<file path="config.mk">
export PLATFORM = sky130hd
export DESIGN_NAME = secded_mem_engine
export DESIGN_NICKNAME = d
export VERILOG_FILES = /design/src/rtl/secded_mem_engine.sv
export SDC_FILE = /design/constraint.sdc
export NUM_CORES = 1
export LEC_CHECK = 0
export ABC_AREA = 0
export CAP_MARGIN = 20
export CELL_PAD_IN_SITES_DETAIL_PLACEMENT = 1
export CELL_PAD_IN_SITES_GLOBAL_PLACEMENT = 1
export CORE_MARGIN = 2
export CORE_UTILIZATION = 40
export DETAILED_ROUTE_END_ITERATION = 16
export GPL_TIMING_DRIVEN = 0
export PLACE_DENSITY_LB_ADDON = 0.12
export SYNTH_ARGS = -nofsm -noshare
export SYNTH_HDL_FRONTEND = slang
export SYNTH_SLANG_ARGS = --single-unit
</file>
<file path="constraint.sdc">
create_clock -name clk -period 4.9 [get_ports clk]
set_clock_uncertainty 0.2 [all_clocks]
set_input_delay 0.49 -clock clk [delete_from_list [all_inputs] [get_ports clk]]
set_output_delay 0.49 -clock clk [all_outputs]
set_load 0.01 [all_outputs]
</file>
<file path="src/rtl/secded_mem_engine.sv">
// SECDED (extended Hamming) memory engine: reads NUM_WORDS codewords from byte memory,
// corrects single-bit errors, flags double errors and writes flagged data words back.
module secded_mem_engine #(
   parameter int K         = 11,
   parameter int NUM_WORDS = 15,
   parameter int SRC_BASE  = 30,
   parameter int DST_BASE  = 0,
   parameter int ADDR_W    = 8
) (
   input  logic              clk,
   input  logic              reset,
   input  logic              start,
   output logic              busy,
   output logic              done,
   output logic [ADDR_W-1:0] mem_addr,
   output logic              mem_rd_en,
   input  logic [7:0]        mem_rdata,
   output logic              mem_wr_en,
   output logic [7:0]        mem_wdata,
   output logic [7:0]        n_single,
   output logic [7:0]        n_double
);

   function automatic int calc_r(int k);
      int r;
      r = 1;
      while ((1 << r) < k + r + 1) r++;
      return r;
   endfunction

   // Codeword bit position of data bit j: skips p0 and every power-of-two position.
   function automatic int data_pos(int j);
      int cnt;
      cnt = 0;
      for (int i = 3; i < 64; i++) begin
         if ((i & (i - 1)) != 0) begin
            if (cnt == j) return i;
            cnt++;
         end
      end
      return 0;
   endfunction

   localparam int R         = calc_r(K);
   localparam int N         = K + R + 1;
   localparam int BYTES     = (N + 7) / 8;
   localparam int CW_W      = 8 * BYTES;
   localparam logic [3:0] LAST_BYTE = 4'(BYTES - 1);
   localparam logic [7:0] LAST_WORD = 8'(NUM_WORDS - 1);

   typedef enum logic [2:0] {IDLE, RD, DEC, WR, DONE} state_t;

   state_t            state_q, state_d;
   logic              busy_q, busy_d, done_q, done_d;
   logic              rd_en_q, rd_en_d, wr_en_q, wr_en_d;
   logic [ADDR_W-1:0] addr_q, addr_d, rd_ptr_q, rd_ptr_d, wr_ptr_q, wr_ptr_d;
   logic [7:0]        wdata_q, wdata_d, ns_q, ns_d, nd_q, nd_d, word_q, word_d;
   logic [3:0]        byte_q, byte_d;
   logic [CW_W-1:0]   cw_q, cw_d, res_q, res_d;

   logic [CW_W-1:0]   cw_full, cw_fix, res_dec;
   logic [K-1:0]      data_dec;
   logic [6:0]        syn;
   logic              par, err_single, err_double;

   // The last byte is still on mem_rdata during DEC, so decode straight from the bus.
   always_comb begin
      cw_full = cw_q;
      cw_full[CW_W-1 -: 8] = mem_rdata;
      syn = '0;
      par = 1'b0;
      for (int i = 0; i < N; i++) begin
         if (cw_full[i]) begin
            par = ~par;
            syn = syn ^ 7'(i);
         end
      end
      err_single = par && (syn < 7'(N));
      err_double = (par && (syn >= 7'(N))) || (!par && (syn != 7'd0));
      cw_fix = cw_full;
      for (int i = 0; i < N; i++) begin
         if (err_single && (syn == 7'(i))) cw_fix[i] = ~cw_full[i];
      end
      for (int j = 0; j < K; j++) data_dec[j] = cw_fix[data_pos(j)];
      res_dec = '0;
      res_dec[K-1:0] = data_dec;
      res_dec[CW_W-1] = err_double;
      res_dec[CW_W-2] = err_single;
   end

   always_comb begin
      // NOTE: every _d starts from its _q (strobes from 0) so no path through the case infers a latch.
      state_d  = state_q;
      busy_d   = busy_q;
      done_d   = done_q;
      rd_en_d  = 1'b0;
      wr_en_d  = 1'b0;
      addr_d   = addr_q;
      rd_ptr_d = rd_ptr_q;
      wr_ptr_d = wr_ptr_q;
      wdata_d  = wdata_q;
      ns_d     = ns_q;
      nd_d     = nd_q;
      word_d   = word_q;
      byte_d   = byte_q;
      cw_d     = cw_q;
      res_d    = res_q;

      for (int b = 0; b < BYTES - 1; b++) begin
         if (state_q == RD && byte_q == 4'(b + 1)) cw_d[8*b +: 8] = mem_rdata;
      end

      case (state_q)
         IDLE, DONE: begin
            if (start) begin
               state_d  = RD;
               busy_d   = 1'b1;
               done_d   = 1'b0;
               ns_d     = '0;
               nd_d     = '0;
               word_d   = '0;
               byte_d   = '0;
               rd_en_d  = 1'b1;
               addr_d   = ADDR_W'(SRC_BASE);
               rd_ptr_d = ADDR_W'(SRC_BASE + 1);
               wr_ptr_d = ADDR_W'(DST_BASE);
            end
         end
         RD: begin
            if (byte_q == LAST_BYTE) begin
               state_d = DEC;
               byte_d  = '0;
            end else begin
               byte_d   = byte_q + 4'd1;
               rd_en_d  = 1'b1;
               addr_d   = rd_ptr_q;
               rd_ptr_d = rd_ptr_q + ADDR_W'(1);
            end
         end
         DEC: begin
            res_d = res_dec;
            if (err_single && ns_q != 8'hFF) ns_d = ns_q + 8'd1;
            if (err_double && nd_q != 8'hFF) nd_d = nd_q + 8'd1;
            state_d  = WR;
            byte_d   = '0;
            wr_en_d  = 1'b1;
            addr_d   = wr_ptr_q;
            wr_ptr_d = wr_ptr_q + ADDR_W'(1);
            wdata_d  = res_dec[7:0];
         end
         WR: begin
            if (byte_q == LAST_BYTE) begin
               byte_d = '0;
               if (word_q == LAST_WORD) begin
                  state_d = DONE;
                  busy_d  = 1'b0;
                  done_d  = 1'b1;
               end else begin
                  state_d  = RD;
                  word_d   = word_q + 8'd1;
                  rd_en_d  = 1'b1;
                  addr_d   = rd_ptr_q;
                  rd_ptr_d = rd_ptr_q + ADDR_W'(1);
               end
            end else begin
               byte_d   = byte_q + 4'd1;
               wr_en_d  = 1'b1;
               addr_d   = wr_ptr_q;
               wr_ptr_d = wr_ptr_q + ADDR_W'(1);
               for (int b = 1; b < BYTES; b++) begin
                  if (byte_q == 4'(b - 1)) wdata_d = res_q[8*b +: 8];
               end
            end
         end
         default: state_d = IDLE;
      endcase
   end

   always_ff @(posedge clk or posedge reset) begin
      if (reset) begin
         state_q  <= IDLE;
         busy_q   <= 1'b0;
         done_q   <= 1'b0;
         rd_en_q  <= 1'b0;
         wr_en_q  <= 1'b0;
         addr_q   <= '0;
         rd_ptr_q <= '0;
         wr_ptr_q <= '0;
         wdata_q  <= '0;
         ns_q     <= '0;
         nd_q     <= '0;
         word_q   <= '0;
         byte_q   <= '0;
         cw_q     <= '0;
         res_q    <= '0;
      end else begin
         state_q  <= state_d;
         busy_q   <= busy_d;
         done_q   <= done_d;
         rd_en_q  <= rd_en_d;
         wr_en_q  <= wr_en_d;
         addr_q   <= addr_d;
         rd_ptr_q <= rd_ptr_d;
         wr_ptr_q <= wr_ptr_d;
         wdata_q  <= wdata_d;
         ns_q     <= ns_d;
         nd_q     <= nd_d;
         word_q   <= word_d;
         byte_q   <= byte_d;
         cw_q     <= cw_d;
         res_q    <= res_d;
      end
   end

   assign busy      = busy_q;
   assign done      = done_q;
   assign mem_addr  = addr_q;
   assign mem_rd_en = rd_en_q;
   assign mem_wr_en = wr_en_q;
   assign mem_wdata = wdata_q;
   assign n_single  = ns_q;
   assign n_double  = nd_q;

endmodule

</file>
# After elaboration in Yosys (flattened, before gate mapping)
# Index checks and enable logic that the tools add are counted.
[totals]
mem_bits_rw = 0
word_cells = 221
memories = 0
ff_bits = 88
out_inout_bits = 36
latchBits = 0
rom_bits = 0
[classes]
n_bitwise = 40
multipliers = 0
n_shift = 0
n_reduce_logical = 41
n_eq_ne = 30
mux = 87
n_div = 0
n_lt_le_gt_ge = 2
add_sub_neg = 6
[ops]
columns = ["cell", "count"]
rows = [
  ["$mux W8", 16],
  ["$pmux W8 S2", 4],
  ["$eq A7 B4 Y1 const B", 7],
  ["$pmux W8 S3", 2],
  ["$add A8 B1 Y8 const B", 5],
  ["$mux W4", 10],
  ["$mux W1", 38],
  ["$pmux W8 S4", 1],
  ["$not A1 Y1", 26],
  ["$mux W3", 8],
  ["$eq A7 B3 Y1 const B", 3],
  ["$ne A2 B2 Y1 const B", 9],
  ["$logic_and A1 B1 Y1", 17],
  ["$ne A8 B8 Y1 const B", 2],
  ["$reduce_and A3 Y1", 5],
  ["$not A2 Y2", 6],
  ["$not A3 Y3", 4],
  ["$pmux W3 S4", 1],
  ["$pmux W4 S3", 1],
  ["$reduce_and A4 Y1", 3],
  ["$reduce_bool A3 Y1", 3],
  ["$eq A8 B4 Y1 const B", 1],
  ["$eq A7 B2 Y1 const B", 1],
  ["$ge A7 B5 Y1 const B", 1],
  ["other kinds (23)", 32],
]

# Longest topological paths before layout
[logic_depth]
ltp_word = 37
mapped_depth = 9
ltp_nobuf = 8

# Worst setup path after synthesis
# No wires, ideal clock.
[synth_path]
kind = "input to register"
from = "input port mem_rdata[5]"
to = "register nd_q[5], in the netlist n_double[5]"
setup_ns = 0.078
t_arrival_ns = 2.723
cell_stages = 8
setup_slack_ns = 1.899
cell_sequence = "clkbuf_1 -> xor3_2 -> xnor3_2 -> xnor3_2 -> a311oi_4 -> nand2_4 -> or3_1 -> a21oi_1"
[synth_between]
elab_chain_len = 11
[synth_lines]
columns = ["item", "line", "source"]
rows = [
  ["from (decl)", "17", "input logic [7:0] mem_rdata,"],
  ["$mux W4 / $mux W1 (equally long branches)", "73", "if (cw_full[i]) begin"],
  ["$not A3 Y3 (no source line) / $not A1 Y1 (equally long branches)", "--", ""],
  ["$mux W4 / $mux W1 (equally long branches)", "73", ""],
  ["$not A4 Y4 (no source line) / $not A1 Y1 (equally long branches)", "--", ""],
  ["$mux W4 / $mux W1 (equally long branches)", "73", ""],
  ["$ge A7 B5 Y1, or another cell as far along", "79", "err_double = (par && (syn >= 7'(N))) || (!par && (syn != 7'd0));"],
  ["$logic_and A1 B1 Y1", "79", ""],
  ["$logic_or A1 B1 Y1 (*)", "79", ""],
  ["$logic_and A1 B1 Y1 (*)", "143", "if (err_double && nd_q != 8'hFF) nd_d = nd_q + 8'd1;"],
  ["$ne A2 B2 Y1 (no source line) (*)", "--", ""],
  ["$reduce_and A3 Y1 (no source line) (*)", "--", ""],
  ["to (signal assigned)", "207", "nd_q <= nd_d;"],
  ["to (decl)", "57", "logic [7:0] wdata_q, wdata_d, ns_q, ns_d, nd_q, nd_d, word_q, word_d;"],
]
# Every way passes the cells marked *; elsewhere a longest branch is shown, timed or not.
# A chain may end at the register's enable or synchronous reset.

# Worst setup path after layout
[layout_path]
from = "input port mem_rdata[2]"
to = "register nd_q[6], in the netlist n_double[6]"
[layout_between]
elab_chain_len = 17
[layout_lines]
columns = ["item", "line"]
rows = [
  ["$mux W4 / $mux W1 (equally long branches)", "73"],
  ["$not A3 Y3 (no source line) / $not A1 Y1 (equally long branches)", "--"],
  ["$mux W4 / $mux W1 (equally long branches)", "73"],
  ["$not A2 Y2 (no source line) / $not A1 Y1 (equally long branches)", "--"],
  ["$mux W4 / $mux W1 (equally long branches)", "73"],
  ["$not A3 Y3 (no source line) / $not A1 Y1 (equally long branches)", "--"],
  ["$mux W4 / $mux W1 (equally long branches)", "73"],
  ["$not A3 Y3 (no source line) / $not A1 Y1 (equally long branches)", "--"],
  ["$mux W4 / $mux W1 (equally long branches)", "73"],
  ["$not A4 Y4 (no source line) / $not A1 Y1 (equally long branches)", "--"],
  ["$mux W4 / $mux W1 (equally long branches)", "73"],
  ["$ge A7 B5 Y1, or another cell as far along", "79"],
  ["$logic_and A1 B1 Y1", "79"],
  ["$logic_or A1 B1 Y1 (*)", "79"],
  ["$logic_and A1 B1 Y1 (*)", "143"],
  ["$ne A2 B2 Y1 (no source line) (*)", "--"],
  ["$reduce_and A3 Y1 (no source line) (*)", "--"],
]
# Marked as above.

==> metrics.yaml <==
num_rows: 37
core_sq_um: 10300
viasPerCell: 5.30
ys_types: 41
numCtsBuffers: 9
synth_area_leader_cell: "dfrtp_1"
worstPathArrival_ns: 3.48
hold_violations: 0
fin_cells: 634
clk_path_buf_depth: 2
cts_resized: 0
htreeDepth: 3
antenna_found_initial: 0
syn-cell-area_sq_um: 4260
fin_ws_ns: 1.49
rsz0062_at_grt: "no"
path_clk_slew_ns: 0.07
place_ws_ns: 1.11
vias: 3359
yosysSeqAreaShare_pct: 47.0
synthTopCellsByArea: "dfrtp_1, xnor2_1, nor2_1, xor2_1, nand3_1"
finalSetupViolCount: 0
holdWs_ns: 0.281
yosysWarnings: 0
p_per_area_nw_per_um2: 741
ys_ff_latch: 80
grt_pass1_wl_microns: 17700
dpl.cell_count: 618
antenna_cells: 0
io_buffers: 44
start_util_pct: 41.2
wl_per_cell_microns: 16.5
max-cap-violations: 0
critPathKind: "primary input to flop"
cp_max_fo: 10
crit_required_ns: 4.97
fin_crit_ns: 3.41
drv_slew: 0
leakagePower_nw: 2.18
tns_ns: 0
end_kind: "flop"
gp_congestion: 0.829
synth_top_area_share_pct: 47.0
status: "finished clean"
drc: 0
ctsHoldBuffers: 0
drt_wl_total_microns: 10500
async_flop_share_pct: 100
fp.dieW_microns: 107
grt_usage_pct: 19.7
dr.pass1.iters: 4
cts_setup_buffers: 0
synth_edf_count: 0
max-vdd-ir-drop_mv: 0.325
die_h_microns: 107
period_share_pct: 69.5
syn-num-nets: 453
layout-drive-gt1-share_pct: 7.43
cts.sinks: 80
fmaxAchievable_mhz: 294
tightest_slew_ns: 0.704
dpl.hpwl_microns: 7800
ant_nets: 0
grt_max_degree: 45
avgSynthCellArea_sq_um: 9.77
worstSkewPairLatency_ns: 0.36
area_delta_synth_final_pct: 20.2
first_iter_violations: 104
hold_class: "flop to flop"
synth_flop_cell: "dfrtp_1"
grt_pass1_vias: 3584
overflow: 0
ctsRootBufferMaster: "clkbuf_8"
crit_path_start_kind: "primary input"
relSlewSlack_pct: 53.1
dieArea_sq_um: 11500
fin_nets: 510
postSynthCellCount: 436
cts_tree: "yes"
pin_count: 47
metal layers:
layer | up-vias | global-route usage [%] | part of all wire [%]
met5 | - | 0 | 0
met4 | 0 | 7.42 | 1.9
met3 | 15 | 2.55 | 2.3
met2 | 53 | 32.4 | 48
met1 | 1664 | 26.7 | 48
li1 | 1627 | - | -
cell families after synthesis:
logic type | Yosys count | synth area share, %
fa+ha+maj | 6 | 1.76
simple gates | 171 | 18.8
flops | 80 | 47.0
xor+xnor | 66 | 15.4
buf+inv | 25 | 2.41
mux | 12 | 3.09
compound gates | 76 | 11.5
synthesized netlist by cell type (7+ instances only):
cell,n
dfrtp_1,80
nor2_1,59
xnor2_1,36
nand2_1,32
nand3_1,28
o21ai_0,26
xor2_1,24
a21oi_1,18
clkbuf_1,14
nor3_1,11
and3_1,10
a22o_1,9
mux2_2,9
nand2b_1,9
nand4_1,8
inv_1,7
cell usage in the layout (no fill, tap or decap), types with 2 or more instances in the layout:
cell,Yosys,final
xor2_1,24,24
a22oi_1,5,5
dfrtp_1,80,80
nand2b_1,9,9
nor2b_1,2,2
bufinv_16,0,2
o221ai_1,4,4
a21oi_1,18,18
a21o_1,3,3
xor2_2,2,2
buf_1,2,2
o22ai_1,2,2
nand2_1,32,32
nor3_1,11,11
a31oi_1,5,5
clkdlybuf4s50_1,0,44
or3_1,5,5
xnor3_2,2,2
nor2_1,59,59
clkbuf_1,14,16
inv_1,7,6
mux2_2,9,9
o21ai_0,26,26
nand4_1,8,8
nand3_1,28,28
and2_1,2,2
ha_1,6,6
and3_1,10,10
buf_2,1,2
a22o_1,9,9
xnor2_1,36,36
nor4_1,2,2
clkbuf_8,0,9
mux2i_1,3,3
final cells by class:
type                       count  area, sq um
inverter                       7         28.8
clock inverter                 5         81.3
fill                        1183         5210
clock buffer                  11          131
tap                          136          170
buffer                        18         76.3
timing repair buffer          46          473
sequential                    80         2000
multi-input combinational    331         2150
path summary, 6_finish.rpt:
check	start	to	slack (ns)	cells past startpoint
max in group asynchronous	reset	cw_q[4]	3.59	3
min reg2reg	mem_wdata[4]	mem_wdata[4]	0.28	2
min in group asynchronous	reset	word_q[3]	0.32	2
max reg2reg	byte_q[0]	rd_ptr_q[7]	2.01	8
min	mem_wdata[4]	mem_wdata[4]	0.28	2
max	mem_rdata[2]	n_double[6]	1.49	8
sequential cells by signal (all words and copies together) (netlist names):
signal,count
mem_wr_en,1
rd_ptr_q,8
n_double,8
res_q,5
n_single,8
mem_addr,8
wr_ptr_q,8
word_q,8
mem_rd_en,1
state_q,3
mem_wdata,8
cw_q,8
busy,1
done,1
byte_q,4
metrics by stage:
stage / utilization, % / power, mW / instance area [sq um]
floorplan: - / 2.62 / 4260
global placement: 47.2 / 3.19 / 4870
detailed placement: 47.5 / 3.27 / 4900
CTS: 49.6 / 3.83 / 5120
global route: 49.6 / 4.12 / 5120
finish: 49.6 / 3.79 / 5120
worst max-delay path, cell delays in order:
cell	delay, ns
clkdlybuf4s50_1	0.59
xor3_2	0.51
xnor3_2	0.40
xnor3_2	0.47
a311oi_4	0.34
nand2_4	0.14
or3_1	0.38
a21oi_1	0.14
power breakdown:
part | switching (mW) | total, mW | internal, mW
logic | 1.21 | 2.12 | 0.906
registers | 0.232 | 1.14 | 0.910
clock network | 0.243 | 0.530 | 0.288
Note: power is estimated with default switching activity, not from simulation.
